[config.mk]
export PLATFORM = sky130hd
export DESIGN_NAME = sim_status_monitor
export DESIGN_NICKNAME = d
export VERILOG_FILES = /design/src/rtl/sim_status_pkg.sv /design/src/rtl/sim_status_chan.sv /design/src/rtl/sim_status_monitor.sv
export SDC_FILE = /design/constraint.sdc
export NUM_CORES = 1
export LEC_CHECK = 0
export ABC_AREA = 1
export CAP_MARGIN = 20
export CORE_ASPECT_RATIO = 0.8
export CORE_MARGIN = 2
export CORE_UTILIZATION = 58
export DETAILED_ROUTE_END_ITERATION = 8
export HOLD_SLACK_MARGIN = 0.06
export MAX_ROUTING_LAYER = met4
export PLACE_DENSITY = 0.87
export SLEW_MARGIN = 20
export SYNTH_ARGS = -nofsm -noshare
export SYNTH_HDL_FRONTEND = slang
export SYNTH_SLANG_ARGS = --single-unit
[constraint.sdc]
create_clock -name clk_i -period 4.03 [get_ports clk_i]
set_clock_uncertainty 0.1 [all_clocks]
set_input_delay 0.6045 -clock clk_i [delete_from_list [all_inputs] [get_ports clk_i]]
set_output_delay 0.6045 -clock clk_i [all_outputs]
set_load 0.005 [all_outputs]
[src/rtl/sim_status_pkg.sv]
// Shared status codes, channel state encoding and helpers for the SW test-status monitor.
package sim_status_pkg;

  localparam logic [15:0] CODE_BOOT    = 16'hB090;
  localparam logic [15:0] CODE_IN_TEST = 16'h4354;
  localparam logic [15:0] CODE_PASSED  = 16'h900D;
  localparam logic [15:0] CODE_FAILED  = 16'hBAAD;

  typedef enum logic [2:0] {
    ST_IDLE    = 3'd0,
    ST_BOOT    = 3'd1,
    ST_IN_TEST = 3'd2,
    ST_PASSED  = 3'd3,
    ST_FAILED  = 3'd4,
    ST_TIMEOUT = 3'd5
  } state_e;

  function automatic logic is_terminal(input state_e s);
    return (s == ST_PASSED) || (s == ST_FAILED) || (s == ST_TIMEOUT);
  endfunction

endpackage

[src/rtl/sim_status_chan.sv]
// One monitored channel: window decode, status FSM, inactivity watchdog and optional hit history.
// History storage is present only when SIM_STATUS_HISTORY_EN is defined.
module sim_status_chan
  import sim_status_pkg::*;
#(
  parameter int AddrW     = 32,
  parameter int CntW      = 24,
  parameter int HistDepth = 4,
  parameter int IdxW      = 2
) (
  input  logic             clk_i,
  input  logic             rst_ni,
  input  logic [AddrW-1:0] win_addr_i,
  input  logic             wr_valid_i,
  input  logic [AddrW-1:0] wr_addr_i,
  input  logic [15:0]      wr_data_i,
  input  logic [CntW-1:0]  timeout_cycles_i,
  input  logic [IdxW-1:0]  hist_idx_i,
  output state_e           state_o,
  output logic             unknown_o,
  output logic [15:0]      hist_data_o
);

  state_e          state_q, state_d;
  logic [CntW-1:0] cnt_q;
  logic            hit, active, expire;

  assign hit    = wr_valid_i && (wr_addr_i == win_addr_i);
  assign active = (state_q == ST_BOOT) || (state_q == ST_IN_TEST);
  assign expire = active && (timeout_cycles_i != '0) &&
                  (cnt_q == timeout_cycles_i - CntW'(1));

  always_ff @(posedge clk_i or negedge rst_ni) begin
    if (!rst_ni) state_q <= ST_IDLE;
    else         state_q <= state_d;
  end

  // A hit on the expiry cycle takes priority over the timeout.
  always_comb begin
    state_d   = state_q;
    unknown_o = 1'b0;
    if (!is_terminal(state_q)) begin
      if (hit) begin
        case (wr_data_i)
          CODE_BOOT:    state_d = (state_q == ST_IN_TEST) ? ST_FAILED : ST_BOOT;
          CODE_IN_TEST: state_d = ST_IN_TEST;
          CODE_PASSED:  state_d = ST_PASSED;
          CODE_FAILED:  state_d = ST_FAILED;
          default:      unknown_o = 1'b1;
        endcase
      end else if (expire) begin
        state_d = ST_TIMEOUT;
      end
    end
  end

  // Counter saturates at the limit (or all-ones when disabled) so it never wraps.
  always_ff @(posedge clk_i or negedge rst_ni) begin
    if (!rst_ni)                 cnt_q <= '0;
    else if (hit || !active)     cnt_q <= '0;
    else if (cnt_q != '1 && (timeout_cycles_i == '0 || cnt_q < timeout_cycles_i))
                                 cnt_q <= cnt_q + CntW'(1);
  end

  assign state_o = state_q;

`ifdef SIM_STATUS_HISTORY_EN
  logic [HistDepth-1:0][15:0] hist_q;

  // Entry 0 is the newest; every hit shifts, terminal or not.
  always_ff @(posedge clk_i or negedge rst_ni) begin
    if (!rst_ni) begin
      hist_q <= '0;
    end else if (hit) begin
      for (int i = HistDepth - 1; i > 0; i--) hist_q[i] <= hist_q[i-1];
      hist_q[0] <= wr_data_i;
    end
  end

  assign hist_data_o = hist_q[hist_idx_i];
`else
  logic unused_hist;
  assign unused_hist = ^hist_idx_i;
  assign hist_data_o = 16'h0;
`endif

endmodule

[src/rtl/sim_status_monitor.sv]
// Multi-channel SW test-status monitor: NumCh channel instances plus done/passed/unknown aggregation.
// Optional per-channel history read port enabled by SIM_STATUS_HISTORY_EN.
module sim_status_monitor
  import sim_status_pkg::*;
#(
  parameter int  NumCh     = 2,
  parameter int  AddrW     = 32,
  parameter int  CntW      = 24,
  parameter int  HistDepth = 4,
  localparam int HistIdxW  = (HistDepth > 1) ? $clog2(HistDepth) : 1
) (
  input  logic                        clk_i,
  input  logic                        rst_ni,
  input  logic [AddrW-1:0]            start_addr_i,
  input  logic [NumCh-1:0]            wr_valid_i,
  input  logic [NumCh-1:0][AddrW-1:0] wr_addr_i,
  input  logic [NumCh-1:0][15:0]      wr_data_i,
  input  logic [CntW-1:0]             timeout_cycles_i,
  output logic [NumCh-1:0][2:0]       ch_state_o,
  output logic [NumCh-1:0]            pass_mask_o,
  output logic [NumCh-1:0]            fail_mask_o,
  output logic [NumCh-1:0]            timeout_mask_o,
  output logic                        done_o,
  output logic                        passed_o,
  output logic [7:0]                  unknown_cnt_o,
  input  logic [2:0]                  hist_ch_i,
  input  logic [HistIdxW-1:0]         hist_idx_i,
  output logic [15:0]                 hist_data_o
);

  state_e                   chan_state [NumCh];
  logic [NumCh-1:0]         chan_unk;
  logic [NumCh-1:0][15:0]   chan_hist;
  logic [NumCh-1:0]         chan_term;

  for (genvar c = 0; c < NumCh; c++) begin : g_ch
    sim_status_chan #(
      .AddrW     (AddrW),
      .CntW      (CntW),
      .HistDepth (HistDepth),
      .IdxW      (HistIdxW)
    ) u_chan (
      .clk_i            (clk_i),
      .rst_ni           (rst_ni),
      .win_addr_i       (start_addr_i + AddrW'(4 * c)),
      .wr_valid_i       (wr_valid_i[c]),
      .wr_addr_i        (wr_addr_i[c]),
      .wr_data_i        (wr_data_i[c]),
      .timeout_cycles_i (timeout_cycles_i),
      .hist_idx_i       (hist_idx_i),
      .state_o          (chan_state[c]),
      .unknown_o        (chan_unk[c]),
      .hist_data_o      (chan_hist[c])
    );

    assign ch_state_o[c]     = chan_state[c];
    assign pass_mask_o[c]    = (chan_state[c] == ST_PASSED);
    assign fail_mask_o[c]    = (chan_state[c] == ST_FAILED);
    assign timeout_mask_o[c] = (chan_state[c] == ST_TIMEOUT);
    assign chan_term[c]      = is_terminal(chan_state[c]);
  end

  logic [3:0] unk_inc;
  logic [8:0] unk_sum;
  logic [7:0] unk_q;
  logic       done_q;

  always_comb begin
    unk_inc = '0;
    for (int c = 0; c < NumCh; c++) unk_inc = unk_inc + 4'(chan_unk[c]);
  end

  assign unk_sum = {1'b0, unk_q} + 9'(unk_inc);

  always_ff @(posedge clk_i or negedge rst_ni) begin
    if (!rst_ni) begin
      unk_q  <= '0;
      done_q <= 1'b0;
    end else begin
      unk_q  <= unk_sum[8] ? 8'hFF : unk_sum[7:0];
      done_q <= done_q | (&chan_term);
    end
  end

  assign unknown_cnt_o = unk_q;
  assign done_o        = done_q;
  assign passed_o      = done_q & (&pass_mask_o);

  // Out-of-range channel selects read back as zero.
  always_comb begin
    hist_data_o = 16'h0;
    for (int c = 0; c < NumCh; c++)
      if (hist_ch_i == 3'(c)) hist_data_o = chan_hist[c];
  end

endmodule
==> results.sh, run 1 <==
export IMPL_nFillCells=1298
export IMPL_critPathRequiredTime_ns=4.19
export IMPL_die_area_sq_um=17910
export IMPL_initial_utilization_pct=59.21
export IMPL_ios=199
export IMPL_htreeDepth=3
export IMPL_area_growth_syn_to_layout_pct=31.82
export IMPL_nNetsFinal=2154
export IMPL_ant_nets=0
export IMPL_setup_viol=0
export IMPL_synthFlopType="dfrtp_1"
export IMPL_vias=12625
export IMPL_wl_met3_um=4255
export IMPL_port_buffers=177
export IMPL_clk_pin_slew_ns=0.05
export IMPL_drive_gt1_share_pct=12.10
export IMPL_wl_um=36350
export IMPL_via_per_inst=5.840
export IMPL_status="finished, final reports clean"
export IMPL_power_w=0.002143
export IMPL_final_common_cell="nand2_1"
export IMPL_first_pass_iters=6
export IMPL_ir_worst_vdd_mv=0.1998
export IMPL_grt_pass1_vias=11529
export IMPL_grt_setup_unrepaired="false"
export IMPL_arrival_ns=4.06
export IMPL_wl_per_cell_um=16.81
export IMPL_yosys_warnings=0
export IMPL_fp_dieH_um=120.1
export IMPL_core_region_area_sq_um=16500
export IMPL_cp_end_kind="register"
export IMPL_cts_root_buf="clkbuf_16"
export IMPL_pre_cts_ws_ns=-0.3958
export IMPL_min_period_ns=3.903
export IMPL_maxSlewViolCount=0
export IMPL_yosysTopAreaCellShare_pct=17.29
export IMPL_finalHoldViolCount=0
export IMPL_syn_avg_cell_area_sq_um=5.882
export IMPL_clockBufferDepth=2
export IMPL_synth_cell_types=52
export IMPL_drcViolationCount=0
export IMPL_synthCells=1661
export IMPL_critPathBufInv=4
export IMPL_tightest_slew_ns=0.8392
export IMPL_crit_family="simple AND/OR/NAND/NOR gates"
export IMPL_syn_area_sq_um=9771
export IMPL_clock_sinks=63
export IMPL_timing_final_crit_share_pct=96.84
export IMPL_synth_edf_count=0
export IMPL_synth_area_top_cells="nand2_1 17%, dfrtp_1 16%, inv_1 8.8%, nand3_1 8.2%, nor2_1 8.1%"
export IMPL_gr_usage_all_layers_pct=41.19
export IMPL_setup_slack_ns=0.1273
export IMPL_drt_met1_wl_um=15590
export IMPL_dpl_cell_area_sq_um=12420
export IMPL_fmax_mhz=256.2
export IMPL_worstSetupStartpointType="input pin"
export IMPL_p_leak_nw=6.174
export IMPL_place_congestion=1.044
export IMPL_cts_made_buffers=9
export IMPL_wl_met2_um=15670
export IMPL_maxCapViolations=0
export IMPL_grt_pass1_wl_um=57090
export IMPL_slowest_stage="clkdlybuf4s50_1"
export IMPL_row_count=42
export IMPL_die_width_um=149.1
export IMPL_final_cell_mix="446 x nand2_1, 230 x inv_1, 205 x nor2_1"
export IMPL_hpwl_um=29970
export IMPL_cts_tree="yes"
export IMPL_synth_seq_cells=63
export IMPL_postLayoutCellArea_sq_um=12880
export IMPL_final_core_util_pct=78.06
export IMPL_drt_initial_drc_count=1667
export IMPL_crit_type="in2reg"
export IMPL_synth_top_cell_by_area="nand2_1"
export IMPL_top_layer_used="met4"
export IMPL_slowest_delay_ns=0.62
export IMPL_antenna_found_initial=0
export IMPL_min_path_type="in2async"
export IMPL_path_max_fanout=6
export IMPL_ys_async_sr_fraction_pct=100.0
export IMPL_path_cells="clkdlybuf4s50_1, nand2_1, buf_4, nor3_4, nand4_1, nand2_2, nand3_1, nor2_1, nand4_1, nor3b_2, buf_4, fa_2, ha_2, nand2_1, nor2_2, inv_1, nor2_4, and3_4, nor3_1, a21oi_1"
export IMPL_antennaDiodeCount=0
export IMPL_p_per_area_nw_per_um2=166.4
export IMPL_clk_latency_ns=0.34
export IMPL_ys_seq_area_share_pct=16.14
export IMPL_max_slew_margin_rel_pct=43.54
export IMPL_grt_max_degree=33
export IMPL_globalRouteOverflowTotal=0
==> logic make-up (layout without fill, tap and decap cells) <==
group	Yosys count	after routing	synth area share, %
buf+inv	275	541	11.61
simple gates	1084	1084	51.74
compound gates	108	108	6.672
fa+ha+maj	54	54	6.992
flops	63	63	16.14
other cells	1	16	0.03838
xor+xnor	76	76	6.813
==> metrics by stage <==
stage          instances  hold slack, ns  setup TNS [ns]
2_1_floorplan       1676          0.2089               0
3_3_place_gp        2142          0.3840          -1.170
3_5_place_dp        2142          0.4092          -2.626
4_1_cts             2157          0.2823               0
5_1_grt             2162          0.3079               0
6_report            2162          0.2480               0
==> cells in the mapped netlist (13+ instances only) <==
| cell type | number |
|---|---|
| nor2_2 | 16 |
| xor2_1 | 54 |
| nand2_1 | 450 |
| nor2_1 | 210 |
| ha_1 | 53 |
| inv_1 | 230 |
| nand2_2 | 13 |
| a21oi_1 | 40 |
| nand4_1 | 92 |
| xnor2_1 | 22 |
| nand3_1 | 160 |
| nor3_1 | 51 |
| dfrtp_1 | 63 |
| o21ai_0 | 31 |
| nor4_1 | 27 |
| buf_4 | 21 |
| nand3b_1 | 15 |
==> worst paths after layout <==
path | startpoint | endpoint | slack, ns | depth (start not counted)
max in group asynchronous | rst_ni | unknown_cnt_o[5]$_DFF_PN0_ | 2.58 | 2
min in group clk_i | done_o$_DFF_PN0_ | done_o$_DFF_PN0_ | 0.45 | 1
setup / recovery | start_addr_i[20] | unknown_cnt_o[7]$_DFF_PN0_ | 0.13 | 20
hold reg to reg | done_o$_DFF_PN0_ | done_o$_DFF_PN0_ | 0.45 | 1
setup reg to reg | g_ch[1].u_chan.state_o[1]$_DFFE_PN0P_ | unknown_cnt_o[7]$_DFF_PN0_ | 1.01 | 16
hold / removal | rst_ni | g_ch[1].u_chan.cnt_q[21]$_DFFE_PN0P_ | 0.25 | 1
==> metal layers <==
metal,GRT usage [%],up-vias
met2,61.00,745
li1,-,5985
met3,9.278,76
met1,57.27,5819
met5,-,-
met4,9.881,0
==> timing repair <==
| action | 4_1_cts | 5_1_grt |
|---|---|---|
| pin swaps | 1 | 16 |
| setup buffers | 1 | 5 |
| endpoints found under the setup margin | 4 | 8 |
| hold buffers | 0 | 0 |
| resized for setup | 5 | 36 |
==> final cells by class <==
cell class	instances	area [sq um]	share of cell area, %
Multi-Input combinational cell	1338	7216	56.02
Inverter	243	912.1	7.082
Timing Repair Buffer	284	2613	20.28
Clock inverter	3	45.04	0.3497
Tap cell	220	275.3	2.137
Sequential cell	63	1577	12.24
Clock buffer	11	242.7	1.885
==> registers in the layout (all words and copies together), names as in the netlist <==
signal and cells:
g_ch.u_chan.cnt_q 48, unknown_cnt_o 8, done_o 1, g_ch.u_chan.state_o 6
==> power by group <==
group | switching (W) | leakage (nW) | internal (W) | total (W)
registers | 0.0000000000336 | 0.870 | 0.000633 | 0.000633
logic | 0.000391 | 5.17 | 0.000323 | 0.000713
clock network | 0.000308 | 0.134 | 0.000489 | 0.000797
==> worst register-to-register path, cell delays in order (launching register included) <==
cell     delay (ns)
dfrtp_1        0.42
inv_1          0.10
nor3_1         0.20
buf_4          0.19
a21oi_1        0.05
buf_4          0.18
nor3b_2        0.16
buf_4          0.18
fa_2           0.42
ha_2           0.19
nand2_1        0.11
nor2_2         0.05
inv_1          0.11
nor2_4         0.05
and3_4         0.20
nor3_1         0.13
a21oi_1        0.06
(Power assumes the default switching activity.)
==> run 2, diff against run 1 <==
--- a/config.mk
+++ b/config.mk
@@ -11,6 +11,7 @@
 export CORE_MARGIN = 2
 export CORE_UTILIZATION = 58
 export DETAILED_ROUTE_END_ITERATION = 8
+export GPL_ROUTABILITY_DRIVEN = 0
 export HOLD_SLACK_MARGIN = 0.06
 export MAX_ROUTING_LAYER = met4
 export PLACE_DENSITY = 0.87
==> run 2 against run 1 <==
Compared with the run above:
- hold slack got worse by 0.057 ns
- clock power increased by 9.8%
- cell count is 0.14% lower
- power grew 3.4%
- utilization increased by 0.061 points
- global-route usage is 2.2 points lower
- routed wire length is 4.9% lower
- first-iteration DRC count shrank 3.1%
- sequential share of layout area barely moved
- flip-flop and latch count is the same
- cell area about the same
- critical path type unchanged
- critical endpoint is now unknown_cnt_o[4]$_DFF_PN0_
- largest power group unchanged
- highest routed layer unchanged
==> results.sh, run 2 (synthesis results as in run 1) <==
export IMPL_status="finished, final reports clean"
export IMPL_wl_um=34560
export IMPL_power_internal_w=0.001505
export IMPL_htreeDepth=3
export IMPL_tightest_slew_ns=0.9173
export IMPL_grt_max_degree=38
export IMPL_finalHoldViolCount=0
export IMPL_antenna_found_initial=0
export IMPL_ir_worst_vdd_mv=0.2069
export IMPL_cts_tree="yes"
export IMPL_ios=199
export IMPL_core_region_area_sq_um=16500
export IMPL_slowest_delay_ns=0.59
export IMPL_largest_reg_flops=48
export IMPL_die_width_um=149.1
export IMPL_maxCapViolations=0
export IMPL_grt_pass1_wl_um=54790
export IMPL_p_leak_nw=6.173
export IMPL_clockBufferDepth=2
export IMPL_gr_usage_all_layers_pct=38.99
export IMPL_clk_pin_slew_ns=0.06
export IMPL_crit_type="in2reg"
export IMPL_grt_met1_usage_pct=55.30
export IMPL_cp_common_cell="nand2_2"
export IMPL_fp_dieH_um=120.1
export IMPL_regMostFlops="g_ch.u_chan.cnt_q"
export IMPL_fmax_mhz=258.2
export IMPL_die_area_sq_um=17910
export IMPL_cts_made_buffers=9
export IMPL_initial_utilization_pct=59.21
export IMPL_slowest_stage="clkdlybuf4s50_1"
export IMPL_ant_nets=0
export IMPL_row_count=42
export IMPL_area_growth_syn_to_layout_pct=31.93
export IMPL_worstSetupStartpointType="input pin"
export IMPL_pwr_share_seq_pct=28.6
export IMPL_via_per_inst=5.843
export IMPL_fin_hold_ws_ns=0.1912
export IMPL_max_slew_margin_rel_pct=38.28
export IMPL_cts_root_buf="clkbuf_16"
export IMPL_port_buffers=177
export IMPL_maxSlewViolCount=0
export IMPL_wl_per_cell_um=16.01
export IMPL_r2r_start="g_ch[0].u_chan.cnt_q[0]$_DFFE_PN0P_"
export IMPL_globalRouteOverflowTotal=0
export IMPL_arrival_ns=4.04
export IMPL_drive_gt1_share_pct=12.07
export IMPL_drt_initial_drc_count=1616
export IMPL_p_sw_share_pct=32.05
export IMPL_cp_end_kind="register"
export IMPL_combPwrFrac_pct=31.9
export IMPL_timing_final_crit_share_pct=96.09
export IMPL_path_cells="clkdlybuf4s50_1, nand2_2, nor2_4, nand2_2, nor2_4, nand4_1, nand2_2, nand3_1, nor2_1, nand4_1, nor3b_2, buf_4, fa_2, ha_2, nand2_1, nor2_1, inv_1, nor2_2, and3_4, nand2_4, o21ai_1"
export IMPL_crit_path_start="start_addr_i[14]"
export IMPL_hpwl_um=27680
export IMPL_clock_sinks=63
export IMPL_use_met2_pct=56.85
export IMPL_grt_pass1_vias=11261
export IMPL_top_usage_layer="met2"
export IMPL_p_per_area_nw_per_um2=171.8
export IMPL_antennaDiodeCount=0
export IMPL_pre_cts_ws_ns=-0.3784
export IMPL_nFillCells=1272
export IMPL_critPathRequiredTime_ns=4.20
export IMPL_first_pass_iters=6
export IMPL_p_switching_w=0.0007099
export IMPL_min_period_ns=3.872
export IMPL_clk_latency_ns=0.34
export IMPL_nNetsFinal=2149
export IMPL_setup_slack_ns=0.1577
export IMPL_setup_viol=0
export IMPL_power_share_clock_pct=39.5
export IMPL_path_max_fanout=7
export IMPL_met3_usage_pct=7.985
export IMPL_final_cell_mix="442 x nand2_1, 230 x inv_1, 205 x nor2_1"
export IMPL_min_path_type="in2async"
export IMPL_drcViolationCount=0
export IMPL_vias=12614
export IMPL_final_common_cell="nand2_1"
-- run 2: per-layer routing --
layer	share of wire [%]	up-vias
met5	0	-
met4	2.6	0
met3	13	113
met2	42	870
met1	42	5671
li1	-	5960
-- run 2: power by group through the flow --
stage,Sequential (W),Combinational (W),Clock (W)
floorplan,0.000644,0.000324,0
global placement,0.000644,0.000661,0
detailed placement,0.000644,0.000676,0
CTS,0.000633,0.000681,0.000876
global route,0.000632,0.000769,0.000905
finish,0.000633,0.000708,0.000875
-- run 2: worst max-delay path: cells and delay by family --
kind                     cells  cell delay [ns]
AND/OR/NAND/NOR             15             2.11
buffers and inverters        3             0.81
adder cells (fa/ha/maj)      2             0.41
AO/OA/AOI/OAI                1             0.09
-- run 2: what timing repair did --
item | 4_1_cts | 5_1_grt
buffers inserted | 0 | 2
hold buffers | 0 | 0
setup endpoints to repair | 2 | 8
pin swaps | 0 | 15
gates resized for setup | 1 | 41
-- run 2: final timing paths --
kind | end | cells past startpoint | slack [ns]
hold / removal | g_ch[1].u_chan.cnt_q[17]$_DFFE_PN0P_ | 1 | 0.19
setup / recovery | unknown_cnt_o[4]$_DFF_PN0_ | 21 | 0.16
hold reg to reg | g_ch[0].u_chan.state_o[1]$_DFFE_PN0P_ | 2 | 0.45
min in group clk_i | g_ch[0].u_chan.state_o[1]$_DFFE_PN0P_ | 2 | 0.45
max in group asynchronous | g_ch[0].u_chan.cnt_q[5]$_DFFE_PN0P_ | 2 | 2.70
setup reg to reg | g_ch[0].u_chan.cnt_q[1]$_DFFE_PN0P_ | 13 | 1.24
-- run 2: final cells by class --
type	count	area (sq um)	share of cell area (%)
clock inverters	7	102.6	0.7960
multi-input cells	1338	7222	56.03
flip-flops and latches	63	1577	12.23
well taps	220	275.3	2.136
clock buffers	9	225.2	1.747
inverters	243	912.1	7.076
repair buffers	279	2576	19.99
-- run 2: metrics by stage --
| step | TNS [ns] | cells | cell area [sq um] | utilization (%) | total power, W |
|---|---|---|---|---|---|
| after floorplan | 0 | 1676 | 9827 | - | 0.0009685 |
| after global placement | -1.365 | 2141 | 12410 | 75.20 | 0.001305 |
| after detailed placement | -2.641 | 2141 | 12410 | 75.20 | 0.001320 |
| after CTS | 0 | 2157 | 12740 | 77.22 | 0.002189 |
| after global routing | -0.2447 | 2159 | 12890 | 78.12 | 0.002306 |
| final | 0 | 2159 | 12890 | 78.12 | 0.002215 |
